[config.mk]
export PLATFORM = sky130hd
export DESIGN_NAME = renkon_ctrl_img
export DESIGN_NICKNAME = d
export VERILOG_FILES = /design/src/rtl/renkon_ctrl_img_pkg.sv /design/src/rtl/renkon_ctrl_img_addr.sv /design/src/rtl/renkon_ctrl_img.sv
export SDC_FILE = /design/constraint.sdc
export NUM_CORES = 1
export LEC_CHECK = 0
export CAP_MARGIN = 20
export CORE_ASPECT_RATIO = 1.1
export CORE_MARGIN = 5
export CORE_UTILIZATION = 55
export DETAILED_ROUTE_END_ITERATION = 16
export PLACE_DENSITY = 0.79
export SYNTH_ARGS = -nofsm -noshare
export SYNTH_HDL_FRONTEND = slang
export SYNTH_SLANG_ARGS = --single-unit
[constraint.sdc]
create_clock -name clk -period 5 [get_ports clk]
set_input_delay 1 -clock clk [delete_from_list [all_inputs] [get_ports clk]]
set_output_delay 1 -clock clk [all_outputs]
set_load 0.01 [all_outputs]
[src/rtl/renkon_ctrl_img_pkg.sv]
// Shared types and sizes for the image-buffer sequencer.
// IMGSIZE: image memory address width, DWIDTH: signed pixel width,
// SWIDTH: width of the image-side / filter-side configuration inputs.
package renkon_ctrl_img_pkg;

  localparam int IMGSIZE = 8;
  localparam int DWIDTH  = 16;
  localparam int SWIDTH  = 8;

  typedef enum logic [1:0] {
    IMG_IDLE  = 2'd0,
    IMG_SCAN  = 2'd1,
    IMG_DRAIN = 2'd2,
    IMG_DONE  = 2'd3
  } img_state_t;

  // A window of side f fits a w-by-w image only for 1 <= f <= w.
  function automatic logic cfg_ok(input logic [SWIDTH-1:0] w, input logic [SWIDTH-1:0] f);
    return (f != '0) && (f <= w);
  endfunction

endpackage

[src/rtl/renkon_ctrl_img_addr.sv]
// Window-scan address generator: nested fx/fy/ox/oy counters with an
// incrementally built buffer address (row-base adders, no multiplier).
// Order is oy, ox, fy, fx with fx fastest; addresses wrap mod 2**IMGSIZE.
module renkon_ctrl_img_addr
  import renkon_ctrl_img_pkg::*;
(
  input  logic               clk,
  input  logic               rst,
  input  logic               en,
  input  logic               init,
  input  logic [SWIDTH-1:0]  img_w,
  input  logic [SWIDTH-1:0]  fil_f,
  output logic [IMGSIZE-1:0] addr,
  output logic               first,
  output logic               last,
  output logic               final_pix
);

  localparam logic [SWIDTH-1:0]  S_ONE = SWIDTH'(1);
  localparam logic [IMGSIZE-1:0] A_ONE = IMGSIZE'(1);

  logic [SWIDTH-1:0]  w_r;
  logic [SWIDTH-1:0]  f_r;
  logic [SWIDTH-1:0]  fx;
  logic [SWIDTH-1:0]  fy;
  logic [SWIDTH-1:0]  ox;
  logic [SWIDTH-1:0]  oy;
  // line_base = oy*W, win_base = oy*W+ox, row_base = (oy+fy)*W+ox
  logic [IMGSIZE-1:0] line_base;
  logic [IMGSIZE-1:0] win_base;
  logic [IMGSIZE-1:0] row_base;
  logic [IMGSIZE-1:0] w_step;

  logic fx_end;
  logic fy_end;
  logic ox_end;
  logic oy_end;

  assign w_step = IMGSIZE'(w_r);
  assign fx_end = (fx == f_r - S_ONE);
  assign fy_end = (fy == f_r - S_ONE);
  assign ox_end = (ox == w_r - f_r);
  assign oy_end = (oy == w_r - f_r);

  assign first     = (fx == '0) && (fy == '0);
  assign last      = fx_end && fy_end;
  assign final_pix = last && ox_end && oy_end;

  // Advance the innermost counter that has not wrapped and derive the next address from the matching base.
  always_ff @(posedge clk or posedge rst) begin
    if (rst) begin
      w_r       <= '0;
      f_r       <= '0;
      fx        <= '0;
      fy        <= '0;
      ox        <= '0;
      oy        <= '0;
      line_base <= '0;
      win_base  <= '0;
      row_base  <= '0;
      addr      <= '0;
    end else if (init) begin
      w_r       <= img_w;
      f_r       <= fil_f;
      fx        <= '0;
      fy        <= '0;
      ox        <= '0;
      oy        <= '0;
      line_base <= '0;
      win_base  <= '0;
      row_base  <= '0;
      addr      <= '0;
    end else if (en) begin
      if (!fx_end) begin
        fx   <= fx + S_ONE;
        addr <= addr + A_ONE;
      end else begin
        fx <= '0;
        if (!fy_end) begin
          fy       <= fy + S_ONE;
          row_base <= row_base + w_step;
          addr     <= row_base + w_step;
        end else begin
          fy <= '0;
          if (!ox_end) begin
            ox       <= ox + S_ONE;
            win_base <= win_base + A_ONE;
            row_base <= win_base + A_ONE;
            addr     <= win_base + A_ONE;
          end else begin
            // Wraps harmlessly after the final window; the sequencer stops issuing.
            ox        <= '0;
            oy        <= oy + S_ONE;
            line_base <= line_base + w_step;
            win_base  <= line_base + w_step;
            row_base  <= line_base + w_step;
            addr      <= line_base + w_step;
          end
        end
      end
    end
  end

endmodule

[src/rtl/renkon_ctrl_img.sv]
// Sequencer/arbiter for the single-port image buffer. Shares the port
// between host writes and the internal FxF window-scan reader, and flags
// the read stream (valid/first/last) one cycle after address issue so the
// flags line up with the buffer's registered read data.
// Optional feature macro: RENKON_CTRL_IMG_STALL_EN adds the stall input,
// which freezes the scan in SCAN without producing duplicate pixels.
module renkon_ctrl_img
  import renkon_ctrl_img_pkg::*;
(
  input  logic                     clk,
  input  logic                     rst,
  input  logic                     host_req,
  input  logic [IMGSIZE-1:0]       host_addr,
  input  logic signed [DWIDTH-1:0] host_wdata,
  output logic                     host_gnt,
  input  logic                     start,
  input  logic [SWIDTH-1:0]        img_size,
  input  logic [SWIDTH-1:0]        fil_size,
`ifdef RENKON_CTRL_IMG_STALL_EN
  input  logic                     stall,
`endif
  output logic                     mem_we,
  output logic [IMGSIZE-1:0]       mem_addr,
  output logic signed [DWIDTH-1:0] write_data,
  output logic                     pix_valid,
  output logic                     pix_first,
  output logic                     pix_last,
  output logic                     busy,
  output logic                     done,
  output logic                     cfg_err
);

  img_state_t         state;
  logic               hold;
  logic               scan_en;
  logic               scan_init;
  logic               start_ok;
  logic [IMGSIZE-1:0] scan_addr;
  logic               a_first;
  logic               a_last;
  logic               a_final;

`ifdef RENKON_CTRL_IMG_STALL_EN
  assign hold = stall;
`else
  assign hold = 1'b0;
`endif

  assign start_ok  = cfg_ok(img_size, fil_size);
  assign scan_en   = (state == IMG_SCAN) && !hold;
  assign scan_init = start && (state == IMG_IDLE) && start_ok;

  // Host only owns the port in IDLE; a same-cycle start takes priority.
  assign host_gnt   = host_req && (state == IMG_IDLE) && !start;
  assign mem_we     = host_gnt;
  assign write_data = host_gnt ? host_wdata : '0;
  assign mem_addr   = (state == IMG_SCAN) ? scan_addr :
                      (host_gnt ? host_addr : '0);

  renkon_ctrl_img_addr u_addr (
    .clk       (clk),
    .rst       (rst),
    .en        (scan_en),
    .init      (scan_init),
    .img_w     (img_size),
    .fil_f     (fil_size),
    .addr      (scan_addr),
    .first     (a_first),
    .last      (a_last),
    .final_pix (a_final)
  );

  // Scan state machine with registered status and one-cycle-delayed pixel flags.
  always_ff @(posedge clk or posedge rst) begin
    if (rst) begin
      state     <= IMG_IDLE;
      pix_valid <= 1'b0;
      pix_first <= 1'b0;
      pix_last  <= 1'b0;
      busy      <= 1'b0;
      done      <= 1'b0;
      cfg_err   <= 1'b0;
    end else begin
      pix_valid <= scan_en;
      pix_first <= scan_en && a_first;
      pix_last  <= scan_en && a_last;
      done      <= 1'b0;
      case (state)
        IMG_IDLE: begin
          if (start) begin
            if (start_ok) begin
              state   <= IMG_SCAN;
              busy    <= 1'b1;
              cfg_err <= 1'b0;
            end else begin
              state   <= IMG_DONE;
              done    <= 1'b1;
              cfg_err <= 1'b1;
            end
          end
        end
        IMG_SCAN: begin
          if (scan_en && a_final) begin
            state <= IMG_DRAIN;
          end
        end
        IMG_DRAIN: begin
          // The final pixel is on the read port this cycle.
          state <= IMG_DONE;
          busy  <= 1'b0;
          done  <= 1'b1;
        end
        IMG_DONE: begin
          state <= IMG_IDLE;
        end
        default: begin
          state <= IMG_IDLE;
        end
      endcase
    end
  end

endmodule

After elaboration in Yosys (flattened, before gate mapping) --
Index checks and enable logic that the tools add are counted. W data, S select, Z words.
Storage, ports and cells: memories 0, output and inout bits 32, bits in latches 0, word-level logic and storage cells 113, RAM bits 0, ROM bits 0, bits in registers 88, bits of input ports 44
Operators by class: multipliers 0, equal/unequal tests 10, multiplexer cells 47, div/mod/pow operators 0, reductions and logical operators 28, order comparisons 1, add/subtract/negate cells 10, bitwise logic cells 0, shift-type cells 0
Operators by type and width (number):
- $mux W8 | 36
- $add A8 B1 Y8 const B | 6
- $eq A8 B8 Y1 | 4
- $add A8 B8 Y8 | 2
- $logic_not A8 Y1 | 2
- $mux W16 | 1
- $logic_and A1 B1 Y1 | 12
- $reduce_bool A2 Y1 | 5
- $le A8 B8 Y1 | 1
- $pmux W2 S4 | 1
- $reduce_bool A8 Y1 | 1
- $sub A8 B1 Y8 const B | 1
- $sub A8 B8 Y8 | 1
- $mux W2 | 3
- $reduce_and A2 Y1 | 3
- $reduce_and A3 Y1 | 2
- $eq A2 B2 Y1 const B | 2
- $mux W1 | 4
- $ne A2 B2 Y1 const B | 2
- $pmux W1 S2 | 2
- $reduce_and A4 Y1 | 1
- $eq A2 B1 Y1 const B | 1
- $logic_not A2 Y1 | 1
- $ne A2 B1 Y1 const B | 1
- $logic_not A1 Y1 | 1

Longest topological paths before layout --
Gate-level depths: netlist of the first run.
word-level depth 8, gate-level depth with buffers 14, depth with buffers taken out 12

Cells and area by module --
From an unflattened synthesis of the first run, not the netlist that was laid out.
Second synthesis, totals: cell total of the unflattened synthesis 751, area total of the unflattened synthesis 6653.9 um^2
By module, submodules not included:
- renkon_ctrl_img_addr | cells each 639, instances 1, sequential area each 2001.9 um^2, area an instance 5801.8 um^2
- renkon_ctrl_img | cells each 112, instances 1, sequential area each 200.2 um^2, area an instance 852.1 um^2

Worst setup path after synthesis of the first run --
Ideal clock, no wire load.
path kind register -> register, start point reg u_addr.w_r[0], end point reg u_addr.addr[1], arrival 3.418 ns, period minus slack after synthesis 3.504 ns, slack 1.496 ns, data required time 4.914 ns, buffers on the path 1, cell stages (with the launch flop) 13, setup time 0.086 ns, path through dfrtp_1 -> inv_1 -> ha_1 -> fa_1 -> xnor3_1 -> a221o_1 -> a211o_1 -> or4_4 -> or4b_1 -> buf_6 -> mux2i_1 -> a32o_1 -> nor3_1
Between the ends: cells in the longest elaborated chain, start to end 7, elaborated cells on any way between the ends 9, those cells by class 3 x add/sub; 1 x eq/ne; 5 x mux
RTL lines:
- from (decl) | RTL line renkon_ctrl_img_addr.sv:22 | logic [SWIDTH-1:0] w_r;
- from (signal assigned) | RTL line renkon_ctrl_img_addr.sv:63 | w_r <= img_w;
- $sub A8 B8 Y8 | RTL line renkon_ctrl_img_addr.sv:42 | assign ox_end = (ox == w_r - f_r);
- $eq A8 B8 Y1 | RTL line renkon_ctrl_img_addr.sv:42
- $mux W8 | RTL line renkon_ctrl_img_addr.sv:85 | if (!ox_end) begin
- $mux W8 * | RTL line renkon_ctrl_img_addr.sv:79 | if (!fy_end) begin
- $mux W8 * | RTL line renkon_ctrl_img_addr.sv:74 | if (!fx_end) begin
- $mux W8 * | RTL line renkon_ctrl_img_addr.sv:73 | end else if (en) begin
- $mux W8 * | RTL line renkon_ctrl_img_addr.sv:62 | end else if (init) begin
- to (signal assigned) | RTL line renkon_ctrl_img_addr.sv:76 | addr <= addr + A_ONE;
- to (signal assigned) | RTL line renkon_ctrl_img_addr.sv:82 | addr <= row_base + w_step;
- to (signal assigned) | RTL line renkon_ctrl_img_addr.sv:89 | addr <= win_base + A_ONE;
- to (decl) | RTL line renkon_ctrl_img_addr.sv:13 | output logic [IMGSIZE-1:0] addr,
Mark *: on every way between the ends. The rest lies on a longest branch, timed or not. The select of a mux whose other input is x is not followed. A chain may end at the register's enable or synchronous reset.

Worst setup path in the final report of the first run --
start point reg u_addr.f_r[0], end point reg u_addr.oy[0]
Between the ends: cells in the longest elaborated chain, start to end 4, elaborated cells on any way between the ends 9, those cells by class 2 x add/sub; 3 x eq/ne; 4 x reduce/logical
RTL lines:
- from (decl) | RTL line renkon_ctrl_img_addr.sv:23 | logic [SWIDTH-1:0] f_r;
- from (signal assigned) | RTL line renkon_ctrl_img_addr.sv:64 | f_r <= fil_f;
- $sub A8 B1 Y8 or $sub A8 B8 Y8 (tied branches) | RTL line renkon_ctrl_img_addr.sv:40, renkon_ctrl_img_addr.sv:41, renkon_ctrl_img_addr.sv:42
- $eq A8 B8 Y1, on equally long branches | RTL line renkon_ctrl_img_addr.sv:40, renkon_ctrl_img_addr.sv:41, renkon_ctrl_img_addr.sv:42
- $reduce_bool A2 Y1 (no source line)
- $reduce_and A4 Y1 (no source line) *
- to (signal assigned) | RTL line renkon_ctrl_img_addr.sv:93 | oy <= oy + S_ONE;
- to (decl) | RTL line renkon_ctrl_img_addr.sv:27 | logic [SWIDTH-1:0] oy;
Mark *: on every way between the ends. The rest lies on a longest branch, timed or not.

==> run summary, run 1 <==
Clk buf depth: 2
Post-Syn Nets: 815
Cts hold-fix bufs: 0
RSZ-0062 raised after global routing: no
ANT nets after route: 0
Drt drc: 0
Type of origin of the critical path: flip-flop
Post-synth EDFFs: 0
Clock share of power: 16.7%
Standby leakage power: 3.436 nW
IO Count: 76
Critical path fanouts, max: 26
Switch share: 43.20%
Synth cell types: 76
Vias in the first global route: 5875
Largest net degree at the start of global routing: 53
Post-cts resize count: 0
F_max: 239.9 MHz
Area Overhead vs Synth: 18.32%
Worst vdd ir: 299.0 uV
Core Area: 11490 um^2
Via Count: 5876
Post-synth top area share: 34.05%
Drt pass-1 iters: 5
Slew HR: 36.00%
Sequential area share after synthesis: 34.05%
Critical Path AT: 4400 ps
Async S/R FF share, synth: 100.0%
Ordered cell list for the critical path: inv_1 > ha_1 > or3b_2 > xnor2_1 > nor4_1 > o2111ai_2 > buf_4 > nor2_1 > nand2_1 > inv_2 > a21oi_1 > mux2_2
CP max-delay cell: or3b_2
Post-DP Area: 7363 um^2
Measured slew at the worst slew-check pin: 960.0 ps
First-pass GRT wire length: 29040 um
HPWL Detailed: 13620 um
Worst Setup End Kind: flip-flop
Post-Syn Instances: 726
Via/cell ratio: 6.198
Crit Path Class: reg2reg
Max-cap viol count: 0
Reg2Reg Depth: 12
Fin crit share: 83.35%
Setup TNS Final: 0 ps
Internal power: 2.281 mW
Root Buffer: clkbuf_16
Slew Limit Fails: 0
Net switching power: 1.735 mW
Setup violators final: 0
Power density over the cells: 524.8 nW/um^2
Mean Syn Cell Area: 8.908 um^2
Combinational share of power: 55.3%
Final RePlAce weighted congestion: 0.8992
Overall Global Routing Usage: 25.91%
Standard-cell rows: 41
Post-Syn Area: 6467 um^2
Initial core utilization: 56.28%
Fin crit period: 4168 ps
Clk slew on worst S/H paths: 70 ps
Cell taking the most area after synthesis: dfrtp_1
Commonest non-fill, non-tap cell in the layout: dfrtp_1
Postcts setup bufs: 0
Gr ovfl total: 0
Required time of the critical path: 5230 ps
Die ar.: 14030 um^2
Fraction of layout cells with a size suffix above 1: 5.639%
Status: completed
Synthesis-stage register bit count: 88
Chip width: 113.4 um
Clk_lat worst skew: 350 ps
Diodes inserted: 0
Dominant cells by area after synthesis: dfrtp_1, ha_1, xnor2_1
Top FF cell, synth: dfrtp_1
WL per Instance: 19.03 um
Seq pwr share: 28.1%
Max stage delay on crit path: 520 ps
CTS buffer count: 9
Design area: 7652 um^2
Worst min-delay path class: reg2reg
Clk_skew: 9.380 ps
Initial drt markers: 544
Die extent in y: 123.7 um
Synth Warn #: 0
Worst hold path depth: 1
# nets final: 882
WL final: 18040 um
WHS: 494.7 ps
Port bufs: 75
Most frequent cells in the layout: dfrtp_1, nand2_1, clkdlybuf4s50_1, o21ai_0, xnor2_1
Final Hold Vio Count: 0
Initial antenna violation count: 0
H-tree lvl count: 3
Clock sink count: 88
CTS tree: built
## metrics by stage
stage	instances	total power [mW]	worst slack (ps)	util, %
2_1_floorplan	726	2.716	1496	-
3_3_place_gp	932	3.215	893.0	64.08
3_5_place_dp	932	3.302	791.3	64.08
4_1_cts	948	3.997	867.8	66.59
5_1_grt	948	4.267	598.8	66.59
6_report	948	4.016	832.3	66.59
## worst max-delay path, delay by kind of cell (launching register included)
| kind | cells | cell delay (ps) |
|---|---|---|
| buffers and inverters | 3 | 800 |
| and+or+nand+nor | 4 | 1490 |
| DFF | 1 | 500 |
| muxes | 1 | 350 |
| xor gates and xnor gates | 1 | 140 |
| AOI/OAI and AO/OA | 2 | 500 |
| adders and majority gates | 1 | 290 |
## cells in the mapped netlist, types with 16 or more instances
cell      instances
a21oi_1          37
and2_1           22
and3_1           16
clkbuf_1         20
dfrtp_1          88
ha_1             42
inv_1            36
nand2_1          81
nand3_1          21
nor2_1           46
o21ai_0          52
xnor2_1          46
xor2_1           22
## final timing paths
check	slack (ps)	end	startpoint
min in group asynchronous	1160	busy$_DFFE_PP0P_	rst
worst min-delay path	490	u_addr.row_base[4]$_DFFE_PP0P_	u_addr.row_base[4]$_DFFE_PP0P_
max in group asynchronous	2980	u_addr.f_r[4]$_DFFE_PP0N_	rst
worst max register to register	830	u_addr.oy[0]$_DFFE_PP0P_	u_addr.f_r[0]$_DFFE_PP0N_
worst max-delay path	830	u_addr.oy[0]$_DFFE_PP0P_	u_addr.f_r[0]$_DFFE_PP0N_
worst min register to register	490	u_addr.row_base[4]$_DFFE_PP0P_	u_addr.row_base[4]$_DFFE_PP0P_
## area by class of cell
| type | count | area, um^2 |
|---|---|---|
| Clock buffer | 10 | 229.0 |
| Timing Repair Buffer | 88 | 848.3 |
| Tap cell | 150 | 187.7 |
| Multi-Input combinational cell | 569 | 3985 |
| Clock inverter | 6 | 60.06 |
| Sequential cell | 88 | 2202 |
| Fill cell | 920 | 3839 |
| Inverter | 37 | 140.1 |
## sequential cells by signal, summed over array words and instances, names as in the netlist
register	count
u_addr.addr	8
pix_first	1
u_addr.win_base	8
u_addr.w_r	8
u_addr.fx	8
pix_valid	1
busy	1
u_addr.line_base	8
pix_last	1
u_addr.fy	8
u_addr.f_r	8
cfg_err	1
u_addr.ox	8
done	1
u_addr.oy	8
state	2
u_addr.row_base	8
## power groups by stage
stage          clock network [mW]  logic [mW]  registers [mW]
2_1_floorplan                   0        1.68            1.03
3_3_place_gp                    0        2.09            1.12
3_5_place_dp                    0        2.17            1.13
4_1_cts                     0.675        2.20            1.12
5_1_grt                     0.700        2.42            1.14
6_report                    0.669        2.22            1.13
## per-layer routing
| layer | global-route usage (%) | wire length, um | part of all wire, % |
|---|---|---|---|
| met5 | 0 | 0 | 0 |
| met2 | 45.85 | 9026 | 50 |
| met3 | 3.256 | 1080 | 6.0 |
| met4 | 12.62 | 729 | 4.0 |
| met1 | 31.36 | 7203 | 40 |
## logic make-up (layout without fill, tap and decap cells)
logic type | count (synthesis) | in the layout | share of synthesized area (%)
buffers and inverters | 69 | 141 | 4.449
AND/OR/NAND/NOR | 263 | 263 | 21.20
adder cells (fa/ha/maj) | 45 | 45 | 9.054
multiplexers | 12 | 12 | 1.915
XOR/XNOR | 75 | 75 | 11.67
flip-flops | 88 | 88 | 34.05
AO/OA/AOI/OAI | 174 | 174 | 17.66
Note: power is estimated with default switching activity, not from simulation.
==> inputs of run 2 (changes only) <==
--- a/config.mk
+++ b/config.mk
@@ -8,9 +8,9 @@
 export CAP_MARGIN = 20
 export CORE_ASPECT_RATIO = 1.1
 export CORE_MARGIN = 5
-export CORE_UTILIZATION = 55
+export CORE_UTILIZATION = 52
 export DETAILED_ROUTE_END_ITERATION = 16
-export PLACE_DENSITY = 0.79
+export PLACE_DENSITY = 0.78
 export SYNTH_ARGS = -nofsm -noshare
 export SYNTH_HDL_FRONTEND = slang
 export SYNTH_SLANG_ARGS = --single-unit
==> constraint.sdc (replaced) <==
create_clock -name clk -period 3.6 [get_ports clk]
set_input_delay 0.72 -clock clk [delete_from_list [all_inputs] [get_ports clk]]
set_output_delay 0.72 -clock clk [all_outputs]
set_load 0.01 [all_outputs]
==> run summary, run 2 (synthesis results as in run 1) <==
Max stage delay on crit path: 570 ps (+50 ps)
Hold Path End: u_addr.row_base[3]$_DFFE_PP0P_
Type of origin of the critical path: flip-flop
# nets final: 918 (+4.1%)
FF-to-FF setup slack: -1 ps (-830 ps)
Worst min-delay path class: reg2reg
Fraction of layout cells with a size suffix above 1: 10.43% (+4.8 points)
Via/cell ratio: 6.123 (-1.2%)
Max-cap viol count: 0 (unchanged)
Gr ovfl total: 0 (unchanged)
CTS buffer count: 9 (unchanged)
Combinational share of power: 58.6% (+3.3 points)
Post-route setup slack: -1.080 ps (-833.3 ps)
Finished Layout Cells: 988 (+4.2%)
Post-DP Area: 7609 um^2 (+3.3%)
First-pass GRT wire length: 30280 um (+4.3%)
Required time of the critical path: 3860 ps (-1370 ps)
Critical Path AT: 3860 ps (-540 ps)
WL final: 18910 um (+4.8%)
Most used cell, CP: a211o_1
Chip width: 116.3 um (+2.6%)
ANT nets after route: 0 (unchanged)
Power density over the cells: 746.4 nW/um^2 (+42%)
Crit Path Class: reg2reg
CP max-delay cell: fa_2
Dpl cells: 968 (+3.9%)
Clock share of power: 17.1% (+0.4 points)
Reg2Reg Depth: 11 (-1)
Final Hold Vio Count: 0 (unchanged)
Slew Limit Fails: 0 (unchanged)
Port bufs: 75 (unchanged)
CP startpoint: u_addr.f_r[0]$_DFFE_PP0N_
WL per Instance: 19.14 um (+0.59%)
Final RePlAce weighted congestion: 0.9573 (+6.5%)
Most frequent cells in the layout: dfrtp_1, nand2_1, clkdlybuf4s50_1, o21ai_0
Status: finished with violations
Design area: 8008 um^2 (+4.6%)
CTS tree: built
Violated checks: setup timing
Setup TNS Final: -1.080 ps (-1.080 ps)
Measured slew at the worst slew-check pin: 788.4 ps (-171.6 ps)
Ordered cell list for the critical path: ha_4 > fa_2 > xnor2_1 > a211o_1 > a211o_1 > or4_4 > or4b_4 > buf_8 > mux2i_2 > a32o_1 > nor3_1
Critical path fanouts, max: 6 (-77%)
Via Count: 6050 (+3.0%)
H-tree lvl count: 3 (unchanged)
Vias in the first global route: 6026 (+2.6%)
Root Buffer: clkbuf_16
Core Area: 12140 um^2 (+5.6%)
Switch share: 42.02% (-1.2 points)
Slew HR: 46.95% (+11 points)
Drt drc: 0 (unchanged)
Worst hold start: u_addr.row_base[3]$_DFFE_PP0P_
Largest net degree at the start of global routing: 40 (-25%)
Setup WS pre-CTS: -72.08 ps (-863.4 ps)
Clock sink count: 88 (unchanged)
Clk_lat worst skew: 350 ps (about the same)
Setup violators final: 1 (+1)
IO Count: 76 (unchanged)
Clk slew on worst S/H paths: 60 ps (about the same)
Clk_skew: 8.678 ps (-0.7026 ps)
Internal power: 3.465 mW (+52%)
Diodes inserted: 0 (unchanged)
Cts hold-fix bufs: 0 (unchanged)
Initial core utilization: 53.28% (-3.0 points)
Worst vdd ir: 439.9 uV (+47%)
Clk buf depth: 2 (unchanged)
RSZ-0062 raised after global routing: yes
Fin crit period: 3601 ps (-566.7 ps)
Seq pwr share: 24.3% (-3.8 points)
Commonest non-fill, non-tap cell in the layout: dfrtp_1
Worst reg2reg path startpoint: u_addr.f_r[0]$_DFFE_PP0N_
Initial antenna violation count: 0 (unchanged)
Standby leakage power: 3.623 nW (+5.4%)
F_max: 277.7 MHz (+16%)
Net switching power: 2.512 mW (+45%)
Die extent in y: 127.0 um (+2.6%)
Initial drt markers: 538 (-1.1%)
Worst Setup End Kind: flip-flop
RR Endpoint: u_addr.addr[1]$_DFFE_PP0P_
Fin crit share: 100.0% (+17 points)
Die ar.: 14770 um^2 (+5.3%)
Area Overhead vs Synth: 23.82%
Worst hold path depth: 2 (+1)
Overall Global Routing Usage: 25.91% (about the same)
Drt pass-1 iters: 5 (unchanged)
Standard-cell rows: 42 (+2.4%)
Final Util: 65.97% (-0.63 points)
HPWL Detailed: 14300 um (+5.0%)
==> run 2: cell types whose count changed in the layout (fill, tap and decap cells not counted), moves of 2 or more <==
cell        before  now
buf_4           13   46
clkbuf_1         1    3
clkinv_2         4    2
clkinvlp_4       2    0
mux2i_1          9    7
==> run 2: worst max-delay path, delay by kind of cell, from the launching register on <==
family	cells	cell delay [ps]
muxes	1	160
xor gates and xnor gates	1	80
and+or+nand+nor	3	1130
DFF	1	410
AOI/OAI and AO/OA	3	830
buffers and inverters	1	160
adders and majority gates	2	750
==> run 2: worst max path at each step <==
stage	end
after floorplan	u_addr.addr[1]$_DFFE_PP0P_
after CTS	u_addr.addr[1]$_DFFE_PP0P_
after detailed placement	u_addr.addr[1]$_DFFE_PP0P_
final	u_addr.addr[1]$_DFFE_PP0P_
after global routing	u_addr.addr[1]$_DFFE_PP0P_
after global placement	u_addr.addr[1]$_DFFE_PP0P_
==> run 2: what timing repair did <==
item	in CTS	in global routing
hold endpoints to repair	0	0
endpoints found under the setup margin	9	28
cloned	1	0
buffers inserted	1	2
pin swaps	1	4
gates resized for setup	4	10
==> run 2: layout make-up <==
cell class                 count  area, um^2
clock buffer                  13       250.2
clock inverter                 3       65.06
fill                         945        4131
inverter                      37       140.1
multi-input combinational    569        4030
sequential                    88        2202
tap                          154       192.7
timing repair buffer         124        1127
==> run 2: layer usage <==
metal	vias to the layer above	track usage, %	part of all wire, %
met5	-	0	0
met4	0	12.97	4.2
met3	59	3.525	5.5
met2	224	42.96	49
met1	2963	32.83	41
li1	2804	-	-
==> run 2: per-stage QoR <==
step	power (mW)	hold WS, ps
3_3_place_gp	4.668	466.5
6_report	5.977	487.5
4_1_cts	5.880	490.2
3_5_place_dp	4.823	471.8
2_1_floorplan	3.773	445.3
5_1_grt	6.350	506.8
==> run 2: power groups by stage <==
stage	Sequential, mW	Combinational (mW)	Clock [mW]
after CTS	1.44	3.41	1.02
after global routing	1.48	3.80	1.07
final	1.45	3.50	1.02
after global placement	1.45	3.22	0
after detailed placement	1.46	3.36	0
after floorplan	1.44	2.34	0
==> inputs of run 3 (changes only) <==
--- a/config.mk
+++ b/config.mk
@@ -5,12 +5,13 @@
 export SDC_FILE = /design/constraint.sdc
 export NUM_CORES = 1
 export LEC_CHECK = 0
+export ABC_AREA = 1
 export CAP_MARGIN = 20
 export CORE_ASPECT_RATIO = 1.1
 export CORE_MARGIN = 5
-export CORE_UTILIZATION = 52
+export CORE_UTILIZATION = 50
 export DETAILED_ROUTE_END_ITERATION = 16
-export PLACE_DENSITY = 0.78
+export PLACE_DENSITY = 0.75
 export SYNTH_ARGS = -nofsm -noshare
 export SYNTH_HDL_FRONTEND = slang
 export SYNTH_SLANG_ARGS = --single-unit
==> run summary, run 3 <==
Status: completed
Initial core utilization: 50.75% (-2.5 points)
ANT nets after route: 0 (unchanged)
WL per Instance: 14.84 um (-22%)
Via/cell ratio: 5.390 (-12%)
Synthesis-stage register bit count: 88 (unchanged)
H-tree lvl count: 3 (unchanged)
Final RePlAce weighted congestion: 0.9168 (-4.2%)
Post-Syn Area: 6650 um^2 (+2.8%)
Power density over the cells: 756.8 nW/um^2 (+1.4%)
Vias in the first global route: 6043 (+0.28%)
Commonest non-fill, non-tap cell in the layout: nand2_1
Setup violators final: 0 (-1)
Drt drc: 0 (unchanged)
First-pass GRT wire length: 29270 um (-3.4%)
Chip width: 120.0 um (+3.1%)
Design area: 7931 um^2 (-0.95%)
Initial antenna violation count: 0 (unchanged)
Worst vdd ir: 284.8 uV (-35%)
Fin crit share: 90.49% (-9.5 points)
Type of origin of the critical path: input port
Clk_lat worst skew: 350 ps (about the same)
Final Hold Vio Count: 0 (unchanged)
Initial drt markers: 601 (+12%)
Area Overhead vs Synth: 19.27%
Cell taking the most area after synthesis: dfrtp_1
Standby leakage power: 3.973 nW (+9.7%)
Register area: 2202 um^2 (unchanged)
Post-Syn Instances: 961 (+32%)
Hold Path End: u_addr.line_base[2]$_DFFE_PP0P_
Fraction of layout cells with a size suffix above 1: 6.381% (-4.1 points)
Cts hold-fix bufs: 0 (unchanged)
Multi-input combinational cell area: 3829 um^2 (-5.0%)
Largest family of logic cells by synthesized area: simple AND/OR/NAND/NOR gates
Clk_skew: 7.403 ps (-1.275 ps)
List of most frequent post-synthesis cells: nand2_1, inv_1, nand3_1
Async S/R FF share, synth: 100.0% (unchanged)
HPWL Detailed: 13940 um (-2.5%)
Worst hold start: u_addr.line_base[2]$_DFFE_PP0P_
Reg2Reg Depth: 17 (+6)
Post-Syn Nets: 1050 (+29%)
RR Endpoint: u_addr.row_base[7]$_DFFE_PP0P_
Clk buf depth: 2 (unchanged)
Fin crit period: 3258 ps (-343.4 ps)
CTS buffer count: 9 (unchanged)
# nets final: 1134 (+24%)
Worst reg2reg path startpoint: u_addr.w_r[0]$_DFFE_PP0N_
FF-to-FF setup slack: 390 ps (+390 ps)
Postcts setup bufs: 0 (-1)
Largest net degree at the start of global routing: 51 (+28%)
IO Count: 76 (unchanged)
Post-DP Area: 7631 um^2 (+0.30%)
Sequential area share after synthesis: 33.11% (-0.94 points)
RSZ-0062 raised after global routing: no
Synth Area in Simple Gates: 33.70% (+12 points)
Final Util: 60.53% (-5.4 points)
Clk slew on worst S/H paths: 60 ps (about the same)
Worst Setup End Kind: output pin
Most frequent cells in the layout: nand2_1, inv_1, nand3_1, dfrtp_1, clkdlybuf4s50_1
F_max: 307.0 MHz (+11%)
Synth Area in Adders: 8.805% (-0.25 points)
Slew Limit Fails: 0 (unchanged)
Worst hold path depth: 2 (unchanged)
Fill count: 1218 (+29%)
Mux cell area share after synthesis: 0% (-1.9 points)
Diodes inserted: 0 (unchanged)
Crit Path Class: in2out
Critical path fanouts, max: 9 (+3)
WL final: 17980 um (-4.9%)
Dominant cells by area after synthesis: dfrtp_1, nand2_1, nand3_1
Setup TNS Final: 0 ps (+1.080 ps)
Max-cap viol count: 0 (unchanged)
Drt pass-1 iters: 5 (unchanged)
Root Buffer: clkbuf_16
Required time of the critical path: 2880 ps (-980 ps)
Die ar.: 15710 um^2 (+6.4%)
Post-synth EDFFs: 0 (unchanged)
Post-synth top area share: 33.11% (-0.94 points)
Synth Warn #: 0 (unchanged)
Slew HR: 51.70% (+4.7 points)
XOR/XNOR Fraction of Synth Area: 5.005% (-6.7 points)
Worst min-delay path class: reg2reg
CTS tree: built
Mean Syn Cell Area: 6.920 um^2 (-22%)
Measured slew at the worst slew-check pin: 723.6 ps (-64.80 ps)
Gr ovfl total: 0 (unchanged)
Port bufs: 75 (unchanged)
Synth cell types: 39 (-49%)
Critical Path AT: 2540 ps (-1320 ps)
Overall Global Routing Usage: 23.33% (-2.6 points)
Die extent in y: 131.0 um (+3.1%)
Top FF cell, synth: dfrtp_1
Standard-cell rows: 44 (+4.8%)
Most common cell in the netlist: nand2_1
WHS: 484.5 ps (-3.053 ps)
Clock sink count: 88 (unchanged)
Compound-Gate Fraction of Synth Area: 10.07% (-7.6 points)
Via Count: 6527 (+7.9%)
Core Area: 13100 um^2 (+7.9%)
Post-cts resize count: 0 (-4)
run 3: cell count changes in the layout (fill, tap and decap cells not counted), moves of 28 or more:
cell	previous run	this run
nand2_1	81	264
nand3_1	21	109
inv_1	34	127
buf_4	46	12
xnor2_1	46	8
nor2_1	45	73
run 3: per-layer routing:
metal  GRT usage, %  vias to the layer above  share of wire [%]
met3          5.166                       32                6.9
met2          37.47                      213                 45
li1               -                     3279                  -
met4          7.547                        0                2.2
met1          31.59                     3003                 46
met5              0                        -                  0
run 3: critical path, cell delays in order:
cell	delay, ps
clkdlybuf4s50_1	480
inv_1	60
nand3_1	250
clkinv_1	300
nand3_1	130
o21ai_0	110
clkdlybuf4s50_1	490
run 3: logic make-up after synthesis:
kind of cell,count (synthesis)
xor gates and xnor gates,38
buffers and inverters,158
AOI/OAI and AO/OA,123
DFF,88
adders and majority gates,45
and+or+nand+nor,509
run 3: cell type report:
cell class / instances / share of cell area [%]
timing repair buffer: 88 / 10.85
tap: 161 / 2.540
sequential: 88 / 27.76
clock inverter: 3 / 0.5048
clock buffer: 13 / 3.281
inverter: 143 / 6.783
multi-input combinational: 715 / 48.27
run 3: worst max path at each step:
stage                           start                    endpoint
after floorplan                   rst            busy$_DFFE_PP0P_
after global placement    img_size[7]  u_addr.addr[7]$_DFFE_PP0P_
after detailed placement        start                 mem_addr[1]
after CTS                       start                 mem_addr[1]
after global routing            start                 mem_addr[5]
final                           start                 mem_addr[6]
run 3: where the power goes:
| part | leakage, nW | switching, mW | internal (mW) |
|---|---|---|---|
| Clock | 0.150 | 0.395 | 0.574 |
| Sequential | 1.17 | 0.288 | 1.25 |
| Combinational | 2.66 | 2.19 | 1.30 |
run 3: stage by stage:
stage,instances,worst slack (ps),power [mW]
final,1211,342.4,6.003
after global routing,1211,157.3,6.545
after CTS,1211,314.5,6.004
after detailed placement,1195,311.3,5.014
after global placement,1195,355.9,4.956
after floorplan,961,601.4,4.044
